**src/rtl/dsi_pkg.sv**
```systemverilog
// dsi_pkg: FSM states, data-type constants, CRC constants and header ECC for the DSI packet builder
package dsi_pkg;
    typedef enum logic [2:0] {IDLE, HDR0, HDR1, PAY, CRC, TAIL} state_t;
    localparam logic [5:0]  DT_DCS_SHORT_WR = 6'h05;
    localparam logic [5:0]  DT_DCS_LONG_WR  = 6'h39;
    localparam logic [15:0] CRC_SEED        = 16'hFFFF;
    // x^16+x^12+x^5+1 bit-reversed, because bytes are shifted in LSB first
    localparam logic [15:0] CRC_POLY        = 16'h8408;

    // Each mask selects the header bits that feed one parity bit P0..P5
    function automatic logic [7:0] dsi_ecc(input logic [23:0] h);
        return {2'b00, ^(h & 24'hEFFC00), ^(h & 24'hDF03F0), ^(h & 24'hB8E38E),
                ^(h & 24'h749A6D), ^(h & 24'hF2555B), ^(h & 24'hF12CB7)};
    endfunction
endpackage

```
**src/rtl/dsi_crc16_2b.sv**
```systemverilog
// dsi_crc16_2b: combinational CRC-16 step over one or two payload bytes
// Ports: crc_in current CRC, d byte pair ([7:0] first), nbytes 1 or 2, crc_out updated CRC
module dsi_crc16_2b (
    input  logic [15:0] crc_in,
    input  logic [15:0] d,
    input  logic [1:0]  nbytes,
    output logic [15:0] crc_out
);
    import dsi_pkg::*;

    always_comb begin
        crc_out = crc_in;
        for (int i = 0; i < 16; i++) begin
            if (i < 8 || nbytes == 2'd2) begin
                crc_out = {1'b0, crc_out[15:1]} ^ ((crc_out[0] ^ d[i]) ? CRC_POLY : 16'h0000);
            end
        end
    end
endmodule

```
**src/rtl/dsi_pkt_builder.sv**
```systemverilog
// dsi_pkt_builder: builds DSI short/long packets onto two byte lanes with ECC and payload CRC
// Ports: CLKOP/reset_n clock and async low reset; cmd_* packet request; pl_* payload beats;
//        byte_D0/D1, vld_D0/D1, pkt_last lane outputs; busy; err_underrun sticky flag, err_clr
module dsi_pkt_builder (
    input  logic        CLKOP,
    input  logic        reset_n,
    input  logic        cmd_valid,
    output logic        cmd_ready,
    input  logic        cmd_long,
    input  logic [1:0]  cmd_vc,
    input  logic [5:0]  cmd_dt,
    input  logic [15:0] cmd_wc,
    input  logic        pl_valid,
    output logic        pl_ready,
    input  logic [15:0] pl_data,
    output logic [7:0]  byte_D0,
    output logic [7:0]  byte_D1,
    output logic        vld_D0,
    output logic        vld_D1,
    output logic        pkt_last,
    output logic        busy,
    output logic        err_underrun,
    input  logic        err_clr
);
    import dsi_pkg::*;

    state_t      state, state_nx;
    logic        long_q;
    logic [23:0] hdr;
    logic [15:0] remain, crc, crc_nx, pay;
    logic [1:0]  nb;

    // Missing payload is replaced by zeros so the packet keeps its length
    assign pay = pl_valid ? pl_data : 16'h0000;
    assign nb  = (remain == 16'd1) ? 2'd1 : 2'd2;

    dsi_crc16_2b u_crc (
        .crc_in (crc),
        .d      (pay),
        .nbytes (nb),
        .crc_out(crc_nx)
    );

    always_ff @(posedge CLKOP or negedge reset_n) begin
        if (!reset_n) begin
            state        <= IDLE;
            long_q       <= 1'b0;
            hdr          <= '0;
            remain       <= '0;
            crc          <= CRC_SEED;
            err_underrun <= 1'b0;
        end else begin
            state        <= state_nx;
            err_underrun <= (state == PAY && !pl_valid) || (err_underrun && !err_clr);
            if (cmd_valid && cmd_ready) begin
                long_q <= cmd_long;
                hdr    <= {cmd_wc, cmd_vc, cmd_dt};
                remain <= cmd_long ? cmd_wc : 16'h0000;
                crc    <= CRC_SEED;
            end else if (state == PAY) begin
                remain <= remain - {14'd0, nb};
                crc    <= crc_nx;
            end
        end
    end

    always_comb begin
        state_nx  = state;
        cmd_ready = 1'b0;
        pl_ready  = 1'b0;
        byte_D0   = 8'h00;
        byte_D1   = 8'h00;
        vld_D0    = 1'b0;
        vld_D1    = 1'b0;
        pkt_last  = 1'b0;
        busy      = state != IDLE;
        case (state)
            IDLE: begin
                cmd_ready = 1'b1;
                state_nx  = cmd_valid ? HDR0 : IDLE;
            end
            HDR0: begin
                {byte_D1, byte_D0} = hdr[15:0];
                {vld_D1, vld_D0}   = 2'b11;
                state_nx           = HDR1;
            end
            HDR1: begin
                byte_D0          = hdr[23:16];
                byte_D1          = dsi_ecc(hdr);
                {vld_D1, vld_D0} = 2'b11;
                pkt_last         = !long_q;
                state_nx         = !long_q ? IDLE : (remain == 16'd0 ? CRC : PAY);
            end
            PAY: begin
                pl_ready         = 1'b1;
                byte_D0          = pay[7:0];
                // On an odd final beat lane 1 carries the first CRC byte instead of payload
                byte_D1          = (nb == 2'd1) ? crc_nx[7:0] : pay[15:8];
                {vld_D1, vld_D0} = 2'b11;
                state_nx         = (nb == 2'd1) ? TAIL : (remain == 16'd2 ? CRC : PAY);
            end
            CRC: begin
                {byte_D1, byte_D0} = crc;
                {vld_D1, vld_D0}   = 2'b11;
                pkt_last           = 1'b1;
                state_nx           = IDLE;
            end
            TAIL: begin
                byte_D0  = crc[15:8];
                vld_D0   = 1'b1;
                pkt_last = 1'b1;
                state_nx = IDLE;
            end
            default: state_nx = IDLE;
        endcase
    end
endmodule

```
**config.mk**
```make
export PLATFORM = sky130hd
export DESIGN_NAME = dsi_pkt_builder
export DESIGN_NICKNAME = d
export VERILOG_FILES = /design/src/rtl/dsi_pkg.sv /design/src/rtl/dsi_crc16_2b.sv /design/src/rtl/dsi_pkt_builder.sv
export SDC_FILE = /design/constraint.sdc
export NUM_CORES = 1
export LEC_CHECK = 0
export ABC_AREA = 1
export ABC_CLOCK_PERIOD_IN_PS = 10600
export CORE_AREA = 2 2 111 113
export DETAILED_ROUTE_END_ITERATION = 12
export DIE_AREA = 0 0 113 115
export MAX_ROUTING_LAYER = met4
export PLACE_DENSITY = 0.72
export SETUP_SLACK_MARGIN = 0.4
export SLEW_MARGIN = 20
export SYNTH_ARGS = -nofsm -noshare
export SYNTH_HDL_FRONTEND = slang
export SYNTH_HIERARCHICAL = 1
export SYNTH_SLANG_ARGS = --single-unit
```
**constraint.sdc**
```tcl
create_clock -name CLKOP -period 10.6 [get_ports CLKOP]
set_clock_uncertainty 0.2 [all_clocks]
set_input_delay 2.12 -clock CLKOP [delete_from_list [all_inputs] [get_ports CLKOP]]
set_output_delay 2.12 -clock CLKOP [all_outputs]
set_load 0.05 [all_outputs]
```
==> results list <==
- CTS H-Tree Depth: 3
- Ranked by total cell area, the synthesized netlist is headed by nand2_1 (21%), dfrtp_1 (19%), inv_1 (9.1%).
- Using the TritonRoute via totals, the vias-per-cell ratio works out to 5.226.
* Bufs on Longest Clock Path: 2
- Sequential elements use 26.76% of the synthesized area.
- In this run, post-CTS hold repair placed 0 buffers.
- Number of antenna violations at the first check in global routing: 0
* Tot Pwr: 0.001797 W
- Final Cycle Share: 80.07%
- The largest total area in the synthesized netlist belongs to nand2_1.
- Final setup vio count: 0
- Crit path capture type: output pin
- The floorplan has 40 rows.
- Failing checks: DRC
- In this run the mean area of a mapped cell was 6.308 um2.
- Cells resized by post-CTS repair: 0
* Pins over their slew limit: 0
- The startpoint identified for the worst hold timing path is err_underrun.
* Total of warnings raised by yosys: 6
- Crit path launch: pl_valid
- Tightest Pin Transition: 965.8 ps
* Overall Global Routing Usage: 26.67%
- Post-CTS setup buffer count: 0
- The number of antenna diodes in the final layout is 0.
- Final non-filler cell area: 6726 um2
- Starting Density: 48.92%
* Number of buffers inserted during clock tree synthesis: 9
- Share of final-layout standard cells stronger than drive strength 1: 10.32%
- The number of different library cells used by synthesis comes to 49.
- Root buffer cell: clkbuf_16
- TritonCTS built the clock tree.
- Capturing point of the worst reg2reg path: crc[2]
- Final TNS setup: 0 ps
- Most numerous cell in the Yosys netlist: nand2_1
* Mapped Cells: 916
- Placeable core region: 11810 um2
- TritonCTS Sinks: 61
- In this run the critical register-to-register path is launched from remain[9].
- Across all register-to-register paths, the minimum setup slack is 6730 ps.
- The floorplan step defined a die boundary enclosing 13000 um2.
- The first detailed-routing pass took 10 iterations.
- Layout filler cell count: 1210
* Total half-perimeter wirelength after legalization and detailed placement: 12330 um
* Height of the die: 115 um
- Across the run, the number of max-cap violations was 0.
- Outcome: finished, violations left
- STA classifies the critical path startpoint as an input port.
- The net count of the finished layout is 1013.
- Tmin final: 8488 ps
- In this run the static leakage power is 3.615 nW.
- Number of remaining DRC errors: 3
- Most frequently used flop master after synthesis: dfrtp_1
- 69 I/O pins were placed.
* Wire length reported by the detailed router: 16220 um
* First-pass GRT wire length: 26750 um
- For hold timing, the worst endpoint is err_underrun.
- Number of cells on the worst reg-to-reg path: 22
* Area post-placement: 6447 um2
- Once detail routing completed, the nets flagged for antenna violations numbered 0.
* Worst path arrival time: 6170 ps
* Cell count of the worst hold path: 2
* Peak ir drop on the vdd network: 0.1038 mV
- Post-Place Cells: 1100
- Input and output buffers added on the ports amount to 68.
- Number of failing hold endpoints at the final stage: 0
- The clock reaches the later pin of the worst-skew pair after 340 ps.
- Worst Path Max Fanout: 17
* Congestion Overflow GR: 0
* Number of violations reported at the end of detailed-routing iteration 0: 452
* Die extent in x: 113 um
- The worst setup path is of the input port to output pin kind.
- Top-area cell type share of the netlist area: 21.11%
- Pin count of the biggest net entering global routing: 66
- Summing all multi-input logic gate instances after layout gives 3451 um2.
* Worst path required time: 8280 ps
- Total number of vias: 5832
- Clock-pin slew on the worst setup and hold paths: 60 ps
- Average detailed-routed wire length per instance: 14.53 um
- Counting flops with a built-in enable in the synthesized netlist gives 0.
* Number of global-route vias before repair: 5397
* RSZ-0062 raised after global routing: no
* F_max: 117.8 MHz
- FFs w/ async S/R, synth: 100.0%
- Sorting the synthesized cells by how often they occur yields nand2_1 (325), inv_1 (140), nand3_1 (80).
- HP Class: flop to flop
- For this design the ratio of total power to cell area is 267.1 nW/um2.
* Area growth, synth to finish: 16.41%
- In this run the cell area of the synthesized design comes to 5778 um2.
- The worst pin sits at a relative slew slack of 35.38%.
- The count of cells in the finished layout, fillers not included, comes to 1116.
- The congestion estimate from routability-driven global placement came to 0.9197.
- Nets in the synthesized netlist: 965
* Number of synthesized register bits: 61
- Summing all flip-flop and latch instances after layout gives 1546 um2.
[cell type report]
class	instances	share of cell area, %
multi-input cells	670	51.30
flip-flops and latches	61	22.99
repair buffers	71	10.38
inverters	151	8.445
clock buffers	11	3.609
well taps	147	2.734
clock inverters	5	0.5394
[registers in the layout, indices dropped and copies added (netlist names)]
name,flops
long_q,1
err_underrun,1
hdr,24
remain,16
crc,16
state,3
[cells by family after synthesis]
kind of cell / after synthesis / synth area share, %
buf+inv: 185 / 13.51
fa+ha+maj: 3 / 0.7795
flops: 61 / 26.76
compound gates: 127 / 13.06
simple gates: 498 / 39.26
xor+xnor: 42 / 6.626
[power by group]
part	switching, W	internal, W	total, W
sequential	0.0000782	0.000315	0.000393
combinational	0.000748	0.000383	0.00113
clock	0.000109	0.000164	0.000274
total	0.000935	0.000862	0.00180
[critical path, stage by stage]
cell,delay (ps)
clkdlybuf4s50_1,900
nand2_1,200
inv_1,120
inv_1,40
nand2_1,110
nand2_1,80
nand2_2,100
nand2_4,80
nand2_4,80
nand3_4,190
nand2_1,120
nand2_1,90
nand2_2,110
nand2_1,60
nand3_1,60
nand3_1,100
nand2_2,110
nand2_1,70
nand2_1,80
nand2_1,50
nand2_1,80
nand3_1,80
nand2_1,110
a21oi_1,110
nand2_1,120
clkdlybuf4s50_1,800
[metal layers]
metal | vias to the layer above | global-route usage, % | wire (um)
li1 | 2983 | - | -
met1 | 2645 | 35.10 | 7492
met2 | 174 | 42.36 | 7503
met3 | 30 | 2.952 | 780
met4 | 0 | 10.57 | 443
met5 | - | - | 0
[worst max path at each step]
stage	endpoint	slack [ps]	depth (start not counted)
after floorplan	byte_D1[1]	3710	23
after global placement	byte_D1[1]	2300	24
after detailed placement	byte_D1[2]	2150	26
after CTS	byte_D1[2]	2150	24
after global routing	byte_D1[1]	1770	24
final	byte_D1[2]	2110	26
[layout by cell type, fill, tap and decap left out, types with 3 or more instances in the layout]
cell	instances
a21oi_1	18
buf_4	3
nand2_2	22
clkinvlp_4	3
nand2_4	4
dfrtp_1	45
o221ai_1	5
o21ai_1	4
xnor2_1	17
nor3_1	3
inv_2	10
inv_1	140
nor2_2	5
xor2_1	23
dfstp_2	16
o211ai_1	19
a22oi_1	3
clkbuf_16	9
nand3_4	3
nand4_1	4
nand3_2	10
o21ai_0	52
nand3_1	80
nor2_1	32
nand2_1	325
nor2_4	4
o22ai_1	16
clkdlybuf4s50_1	67
a31oi_1	3
[per-stage QoR]
step / hold WS [ps] / setup slack [ps] / util, %
6_report: 342.8 / 2112 / 56.95
5_1_grt: 365.5 / 1770 / 56.95
4_1_cts: 338.3 / 2147 / 56.95
3_5_place_dp: 330.2 / 2148 / 54.59
3_3_place_gp: 321.6 / 2304 / 54.59
2_1_floorplan: 282.9 / 3710 / -
(Power assumes the default switching activity.)
